$ cat config.mk
export PLATFORM = sky130hd
export DESIGN_NAME = wb_bus_arbiter
export DESIGN_NICKNAME = d
export VERILOG_FILES = /design/src/rtl/wb_arb_pkg.sv /design/src/rtl/wb_arb_watchdog.sv /design/src/rtl/wb_bus_arbiter.sv
export SDC_FILE = /design/constraint.sdc
export NUM_CORES = 1
export LEC_CHECK = 0
export ABC_AREA = 1
export BUFFER_PORTS_ARGS = -buffer_cell sky130_fd_sc_hd__buf_2
export CAP_MARGIN = 15
export CORE_AREA = 2 2 118 120
export CTS_BUF_LIST = sky130_fd_sc_hd__clkbuf_2
export CTS_CLUSTER_DIAMETER = 30
export DETAILED_ROUTE_END_ITERATION = 8
export DIE_AREA = 0 0 120 122
export GPL_ROUTABILITY_DRIVEN = 0
export SYNTH_ARGS = -nofsm -noshare
export SYNTH_HDL_FRONTEND = slang
export SYNTH_SLANG_ARGS = --single-unit
$ cat constraint.sdc
create_clock -name clk -period 3.9 [get_ports clk]
set_input_delay 0.195 -clock clk [delete_from_list [all_inputs] [get_ports clk]]
set_output_delay 0.195 -clock clk [all_outputs]
set_load 0.005 [all_outputs]
$ cat src/rtl/wb_arb_pkg.sv
// Shared types for the two-master Wishbone arbiter: FSM states, owner index, grant encodings.
package wb_arb_pkg;

  typedef enum logic [1:0] {
    IDLE  = 2'd0,
    OWN0  = 2'd1,
    OWN1  = 2'd2,
    ABORT = 2'd3
  } arb_state_e;

  typedef logic owner_t;

  localparam logic [1:0] GRANT_NONE = 2'b00;

  function automatic logic [1:0] grant_of(input owner_t owner);
    return owner ? 2'b10 : 2'b01;
  endfunction

endpackage

$ cat src/rtl/wb_arb_watchdog.sv
// Stall watchdog: counts owner cycles with strobe pending and no ack, and flags expiry
// on the cycle the count reaches TIMEOUT_CYCLES-1. An ack in that same cycle suppresses expiry.
module wb_arb_watchdog #(
  parameter int TIMEOUT_CYCLES = 1024
) (
  input  logic clk,
  input  logic rst_n,
  input  logic i_active,
  input  logic i_stb,
  input  logic i_ack,
  output logic o_expire
);

  localparam int CW = $clog2(TIMEOUT_CYCLES);

  logic [CW-1:0] r_cnt;

  assign o_expire = i_active & i_stb & ~i_ack & (r_cnt == CW'(TIMEOUT_CYCLES - 1));

  // Stall counter: cleared outside ownership, on ack and on expiry; holds while stb is low.
  always_ff @(posedge clk or negedge rst_n) begin
    if (!rst_n) begin
      r_cnt <= '0;
    end else if (!i_active || i_ack || o_expire) begin
      r_cnt <= '0;
    end else if (i_stb) begin
      r_cnt <= r_cnt + CW'(1);
    end else begin
      r_cnt <= r_cnt;
    end
  end

endmodule

$ cat src/rtl/wb_bus_arbiter.sv
// Two-master / one-slave Wishbone classic arbiter, round-robin, grant held for the owner's cyc.
// Optional stall watchdog with ABORT state when WB_ARB_TIMEOUT_EN is defined.
module wb_bus_arbiter
  import wb_arb_pkg::*;
#(
  parameter int ADDR_WIDTH     = 32,
  parameter int DATA_WIDTH     = 32,
  parameter int RESET_PRIO     = 0,
  parameter int TIMEOUT_CYCLES = 1024
) (
  input  logic                  clk,
  input  logic                  rst_n,
  input  logic                  m0_cyc_i,
  input  logic                  m0_stb_i,
  input  logic                  m0_we_i,
  input  logic [ADDR_WIDTH-1:0] m0_addr_i,
  input  logic [DATA_WIDTH-1:0] m0_data_i,
  output logic [DATA_WIDTH-1:0] m0_data_o,
  output logic                  m0_ack_o,
  output logic                  m0_err_o,
  input  logic                  m1_cyc_i,
  input  logic                  m1_stb_i,
  input  logic                  m1_we_i,
  input  logic [ADDR_WIDTH-1:0] m1_addr_i,
  input  logic [DATA_WIDTH-1:0] m1_data_i,
  output logic [DATA_WIDTH-1:0] m1_data_o,
  output logic                  m1_ack_o,
  output logic                  m1_err_o,
  output logic                  s_cyc_o,
  output logic                  s_stb_o,
  output logic                  s_we_o,
  output logic [ADDR_WIDTH-1:0] s_addr_o,
  output logic [DATA_WIDTH-1:0] s_data_o,
  input  logic [DATA_WIDTH-1:0] s_data_i,
  input  logic                  s_ack_i,
  output logic [1:0]            grant_o
);

  localparam owner_t PRIO_INIT = owner_t'(RESET_PRIO != 0);

  arb_state_e r_state;
  owner_t     r_owner;
  owner_t     r_prio;
  logic [1:0] r_grant;

  logic w_own0, w_own1, w_own, w_sel_cyc;

  assign w_own0    = (r_state == OWN0);
  assign w_own1    = (r_state == OWN1);
  assign w_own     = w_own0 | w_own1;
  assign w_sel_cyc = w_own1 ? m1_cyc_i : m0_cyc_i;

  // Slave side follows the owner combinationally; everything is quiet outside ownership.
  assign s_cyc_o  = w_own & w_sel_cyc;
  assign s_stb_o  = w_own & (w_own1 ? m1_stb_i : m0_stb_i);
  assign s_we_o   = w_own & (w_own1 ? m1_we_i : m0_we_i);
  assign s_addr_o = w_own ? (w_own1 ? m1_addr_i : m0_addr_i) : '0;
  assign s_data_o = w_own ? (w_own1 ? m1_data_i : m0_data_i) : '0;

  assign m0_ack_o  = w_own0 & s_ack_i;
  assign m1_ack_o  = w_own1 & s_ack_i;
  assign m0_data_o = w_own ? s_data_i : '0;
  assign m1_data_o = w_own ? s_data_i : '0;
  assign grant_o   = r_grant;

`ifdef WB_ARB_TIMEOUT_EN
  logic w_expire;

  wb_arb_watchdog #(
    .TIMEOUT_CYCLES(TIMEOUT_CYCLES)
  ) u_watchdog (
    .clk      (clk),
    .rst_n    (rst_n),
    .i_active (w_own),
    .i_stb    (s_stb_o),
    .i_ack    (s_ack_i),
    .o_expire (w_expire)
  );

  assign m0_err_o = (r_state == ABORT) & ~r_owner;
  assign m1_err_o = (r_state == ABORT) &  r_owner;
`else
  assign m0_err_o = 1'b0;
  assign m1_err_o = 1'b0;
`endif

  // Arbitration FSM: registered grant, pointer moves to the other master on every release.
  always_ff @(posedge clk or negedge rst_n) begin
    if (!rst_n) begin
      r_state <= IDLE;
      r_owner <= PRIO_INIT;
      r_prio  <= PRIO_INIT;
      r_grant <= GRANT_NONE;
    end else begin
      case (r_state)
        IDLE: begin
          if (m0_cyc_i && m1_cyc_i) begin
            r_owner <= r_prio;
            r_state <= r_prio ? OWN1 : OWN0;
            r_grant <= grant_of(r_prio);
          end else if (m0_cyc_i) begin
            r_owner <= 1'b0;
            r_state <= OWN0;
            r_grant <= grant_of(1'b0);
          end else if (m1_cyc_i) begin
            r_owner <= 1'b1;
            r_state <= OWN1;
            r_grant <= grant_of(1'b1);
          end else begin
            r_state <= IDLE;
          end
        end
        OWN0, OWN1: begin
          if (!w_sel_cyc) begin
            r_state <= IDLE;
            r_prio  <= ~r_owner;
            r_grant <= GRANT_NONE;
`ifdef WB_ARB_TIMEOUT_EN
          end else if (w_expire) begin
            r_state <= ABORT;
            r_grant <= GRANT_NONE;
`endif
          end else begin
            r_state <= r_state;
          end
        end
`ifdef WB_ARB_TIMEOUT_EN
        ABORT: begin
          r_state <= IDLE;
          r_prio  <= ~r_owner;
        end
`endif
        default: begin
          r_state <= IDLE;
          r_grant <= GRANT_NONE;
        end
      endcase
    end
  end

endmodule
==> impl_metrics.json, run 1 <==
{
  "finalHoldViolCount": 0,
  "antenna_found_initial": 0,
  "path_buf_inv": 3,
  "syn_area_per_cell_sq_um": 5.35,
  "drc": 0,
  "grt_max_degree": 67,
  "power_mw": 2.44,
  "multiInputGateArea_sq_um": 1220,
  "die_area_sq_um": 14600,
  "final_util_pct": 24.5,
  "cp_slowest_cell": "inv_4",
  "final_cell_mix": "buf_2, nor2_1, o21ai_0",
  "io_buffers": 303,
  "startpoint_type": "flop",
  "crit_path_cell_trace": "inv_1, ha_2, inv_4, nor2_2, nor2_1, buf_2",
  "whs_ns": 0.330,
  "grt_pass1_vias": 2580,
  "drive_above_1_share_pct": 56.9,
  "yosysUniqueCellTypes": 17,
  "first_iter_violations": 112,
  "syn_inst": 367,
  "wl_met2_mm": 4.40,
  "peakVddDrop_v": 0.000377,
  "critical_path.max_stage_delay_ns": 0.62,
  "postCtsSetupRepairBufs": 0,
  "nFillCells": 1574,
  "critical_path.top_delay_family": "buffers and inverters",
  "nets": 794,
  "cts-root-buf": "clkbuf_2",
  "max_freq_ghz": 0.456,
  "top_layer": "met4",
  "ant_nets": 0,
  "routed_via_density": 3.82,
  "maxCapViolCount": 0,
  "dp_hpwl_mm": 7.30,
  "cts_resized": 0,
  "io-pin-count": 306,
  "instances_no_fill": 799,
  "syn-cell-area_sq_um": 1960,
  "die_x_um": 120,
  "diodes": 0,
  "clockBufferDepth": 2,
  "syn2layout_area_growth_pct": 68.8,
  "fp.coreArea_sq_um": 13500,
  "grt.overflow.total": 0,
  "placedInstanceArea_sq_um": 3290,
  "min-delay-start": "m1_cyc_i",
  "cts_sinks": 6,
  "relSlewSlack_pct": 38.0,
  "slew_viol_final": 0,
  "powerDensity_nw_per_um2": 737,
  "setup_tns_ns": 0,
  "place_inst": 795,
  "routed_wl_mm": 8.95,
  "register_area_sq_um": 150,
  "p_leak_nw": 2.31,
  "die_h_um": 122,
  "final_common_cell": "buf_2",
  "ys_seq_elements": 6,
  "timing.final.crit_period_ns": 2.19,
  "dp_slack_ns": 1.92,
  "dr_wl_met3_um": 712,
  "yosysSeqAreaShare_pct": 7.65,
  "wl_per_cell_um": 11.2,
  "design_area_sq_um": 3310,
  "grt_first_pass_wirelength_mm": 12.9,
  "status": "complete, no violations",
  "tritoncts": "done",
  "insertion_delay_ns": 0.21,
  "rows": 43,
  "ys.warnings.count": 0,
  "worst_pin_slew_ns": 0.930,
  "path_class": "flop to output port",
  "wl_met1_mm": 3.74,
  "cts-htree-levels": 1,
  "critPathCaptureType": "output port",
  "setup_ws_ns": 1.71,
  "finalSetupViolations": 0,
  "dr.pass1.iters": 4,
  "track_usage_pct": 10.8,
  "rsz0062_at_grt": "no",
  "crit_arrival_ns": 2.00,
  "clk_pin_slew_ns": 0.06,
  "worstPathRequired_ns": 3.70,
  "path_max_fanout": 66,
  "worstReg2RegStart": "r_state[1]",
  "critPathLaunch": "r_state[0]",
  "finalClockSkew_ns": 0.00544,
  "floorplan.initialDensity_pct": 14.5,
  "finalCritPeriodShare_pct": 56.2,
  "via_count": 3056,
  "cts_made_buffers": 3,
  "worstHoldPathType": "primary input to flop"
}
-- report_power, final --
part           leakage [nW]  internal (mW)  switching, mW
sequential           0.0764         0.0922         0.0171
combinational          2.22          0.924           1.37
clock                0.0125         0.0208         0.0192
-- state kept, by name, indices dropped and copies added, names as in the netlist --
| register | count |
|---|---|
| r_prio | 1 |
| grant_o | 2 |
| r_state | 2 |
| r_owner | 1 |
-- cell usage after synthesis, drive strengths merged --
cell	number	area share, %
nor2	134	31
o21ai	70	18
buf	50	21
nand2	48	9.2
inv	41	8.0
clkbuf	9	1.7
dfrtp	6	7.7
ha	4	2.6
nand3	3	0.77
a21oi	1	0.25
conb	1	0.19
-- worst paths after layout --
| kind | slack [ns] | endpoint | cells past startpoint |
|---|---|---|---|
| max in group asynchronous | 3.42 | grant_o[1] | 2 |
| min | 0.33 | grant_o[0] | 4 |
| max reg2reg | 2.13 | r_state[0] | 6 |
| min in group asynchronous | 0.34 | grant_o[0] | 2 |
| min reg2reg | 0.47 | r_prio | 1 |
| max | 1.71 | s_data_o[30] | 6 |
-- cells by family after synthesis --
family,Yosys count,synth area share (%)
and+or+nand+nor,185,40.7
buffers and inverters,100,30.8
AOI/OAI and AO/OA,71,18.1
DFF,6,7.65
adders and majority gates,4,2.55
other,1,0.191
-- timing repair --
| item | in CTS | in global routing |
|---|---|---|
| setup endpoints to repair | 0 | 0 |
| endpoints found under the hold margin | 6 | 0 |
| hold buffers | 1 | 0 |
-- layer usage --
metal	GRT usage (%)	vias up
met3	1.40	2
li1	-	1579
met2	19.7	166
met4	1.99	0
met1	13.7	1309
met5	0	-
-- cell type report --
class                           count  area share, %
Timing Repair Buffer              307           46.8
Multi-Input combinational cell    262           36.7
Tap cell                          180           6.80
Inverter                           41           4.72
Sequential cell                     6           4.53
Clock buffer                        3          0.453
-- worst register-to-register path, stage by stage (launching register included) --
cell	delay, ns
dfrtp_1	0.37
inv_1	0.09
ha_2	0.33
buf_4	0.35
nand3_1	0.26
nand2_1	0.15
o21ai_0	0.10
Power figures use the tool's default switching activity.
==> inputs of run 2 (changes only) <==
==> constraint.sdc (replaced) <==
create_clock -name clk -period 1.9 [get_ports clk]
set_input_delay 0.095 -clock clk [delete_from_list [all_inputs] [get_ports clk]]
set_output_delay 0.095 -clock clk [all_outputs]
set_load 0.005 [all_outputs]
==> run 2 against run 1 <==
- total power up 130%
- critical path type unchanged
- count of clock-buffer cells in the layout unchanged
- clock skew up 0.0052 ns
- core utilization up 1.2 points
- highest routed layer is now met3
- largest cell class unchanged
- first-iteration DRC count down 17%
- design area up 4.9%
- combinational power up 130%
- sequential share of layout area down 0.21 points
- wire length up 5.3%
- clock power up 120%
- critical path depth unchanged
- global-route usage down 0.17 points
==> impl_metrics.json, run 2 (synthesis results as in run 1) <==
{
  "status": "complete, no violations",
  "drc": 0,
  "die_h_um": 122,
  "setup_tns_ns": 0,
  "finalSetupViolations": 0,
  "crit_arrival_ns": 1.63,
  "routed_wl_mm": 9.42,
  "tritoncts": "done",
  "finalHoldViolCount": 0,
  "grt_max_degree": 65,
  "clk_pin_slew_ns": 0.07,
  "final_cell_mix": "buf_2, nor2_1, o21ai_0",
  "io-pin-count": 306,
  "insertion_delay_ns": 0.22,
  "die_x_um": 120,
  "critPathCaptureType": "output port",
  "instances_no_fill": 806,
  "first_iter_violations": 93,
  "grt_pass1_vias": 2571,
  "clockBufferDepth": 2,
  "via_count": 3045,
  "antenna_found_initial": 0,
  "grt.overflow.total": 0,
  "maxCapViolCount": 0,
  "diodes": 0,
  "drive_above_1_share_pct": 57.5,
  "rsz0062_at_grt": "no",
  "worstPathRequired_ns": 1.80,
  "rows": 43,
  "dr.pass1.iters": 4,
  "startpoint_type": "flop",
  "floorplan.initialDensity_pct": 14.5,
  "cts-root-buf": "clkbuf_2",
  "wl_met2_mm": 4.78,
  "final_common_cell": "buf_2",
  "slew_viol_final": 0,
  "p_leak_nw": 2.38,
  "nets": 801,
  "dr_wl_met3_um": 771,
  "grt_first_pass_wirelength_mm": 12.7,
  "finalClockSkew_ns": 0.0107,
  "syn2layout_area_growth_pct": 77.0,
  "place_inst": 799,
  "cts_sinks": 6,
  "cts-htree-levels": 1,
  "fp.coreArea_sq_um": 13500,
  "finalCritPeriodShare_pct": 91.0,
  "die_area_sq_um": 14600,
  "top_layer": "met3",
  "max_freq_ghz": 0.579,
  "ant_nets": 0,
  "routed_via_density": 3.78,
  "peakVddDrop_v": 0.000900,
  "dp_hpwl_mm": 7.47,
  "track_usage_pct": 10.6,
  "worstHoldPathType": "primary input to asynchronous set/reset pin",
  "path_class": "flop to output port",
  "path_max_fanout": 32,
  "wl_met1_mm": 3.88,
  "io_buffers": 303,
  "wl_per_cell_um": 11.7,
  "cts_made_buffers": 3,
  "powerDensity_nw_per_um2": 1610,
  "timing.final.crit_period_ns": 1.73
}
-- run 2: cell types whose count changed in the layout (fill, tap and decap cells not counted), sizes merged --
cell / change
buf: +5
clkbuf: +2
-- run 2: final timing paths --
check	start	to	slack, ns	depth (start not counted)
max in group asynchronous	rst_n	grant_o[1]	1.52	2
min in group clk	m1_cyc_i	grant_o[0]	0.22	4
setup reg to reg	r_state[1]	r_state[0]	0.37	6
hold / removal	rst_n	grant_o[0]	0.22	2
setup / recovery	r_state[1]	s_data_o[17]	0.17	6
hold reg to reg	r_owner	r_prio	0.47	1
-- run 2: repair_timing --
| item | 4_1_cts | 5_1_grt |
|---|---|---|
| hold endpoints to repair | 6 | 0 |
| hold buffers | 1 | 0 |
| setup endpoints to repair | 0 | 58 |
| setup buffers | 0 | 1 |
| gates resized for setup | 0 | 7 |
-- run 2: critical path, cell delays in order, from the launching register on --
cell	delay [ns]
dfrtp_1	0.37
inv_1	0.10
ha_4	0.35
buf_12	0.18
o21ai_0	0.10
nor2_1	0.14
buf_2	0.14
-- run 2: metrics by stage --
stage	util, %	power [mW]	instance area, sq um	setup WS, ns	hold WS (ns)
after floorplan	-	3.43	1970	0.423	-0.201
after detailed placement	24.8	5.17	3350	0.284	-0.0675
after global placement	24.8	5.19	3350	0.290	-0.0699
final	25.7	5.59	3470	0.172	0.219
after global routing	25.7	6.28	3470	0.0498	0.209
after CTS	25.0	5.28	3380	0.0592	0.204
-- run 2: routing by layer --
metal | up-vias | track usage [%]
met3 | 0 | 1.36
li1 | 1600 | -
met4 | 0 | 0.882
met5 | - | 0
met2 | 162 | 19.9
met1 | 1283 | 13.4
-- run 2: final cells by class --
class / instances / area, sq um
multi-input combinational: 262 / 1240
tap: 180 / 225
inverter: 41 / 156
sequential: 6 / 150
timing repair buffer: 314 / 1690
fill: 1551 / 10000
clock buffer: 3 / 15.0
-- run 2: report_power, final --
part	internal, mW	switching [mW]	total (mW)
logic	2.30	2.97	5.27
registers	0.189	0.0366	0.226
clock network	0.0428	0.0452	0.0880
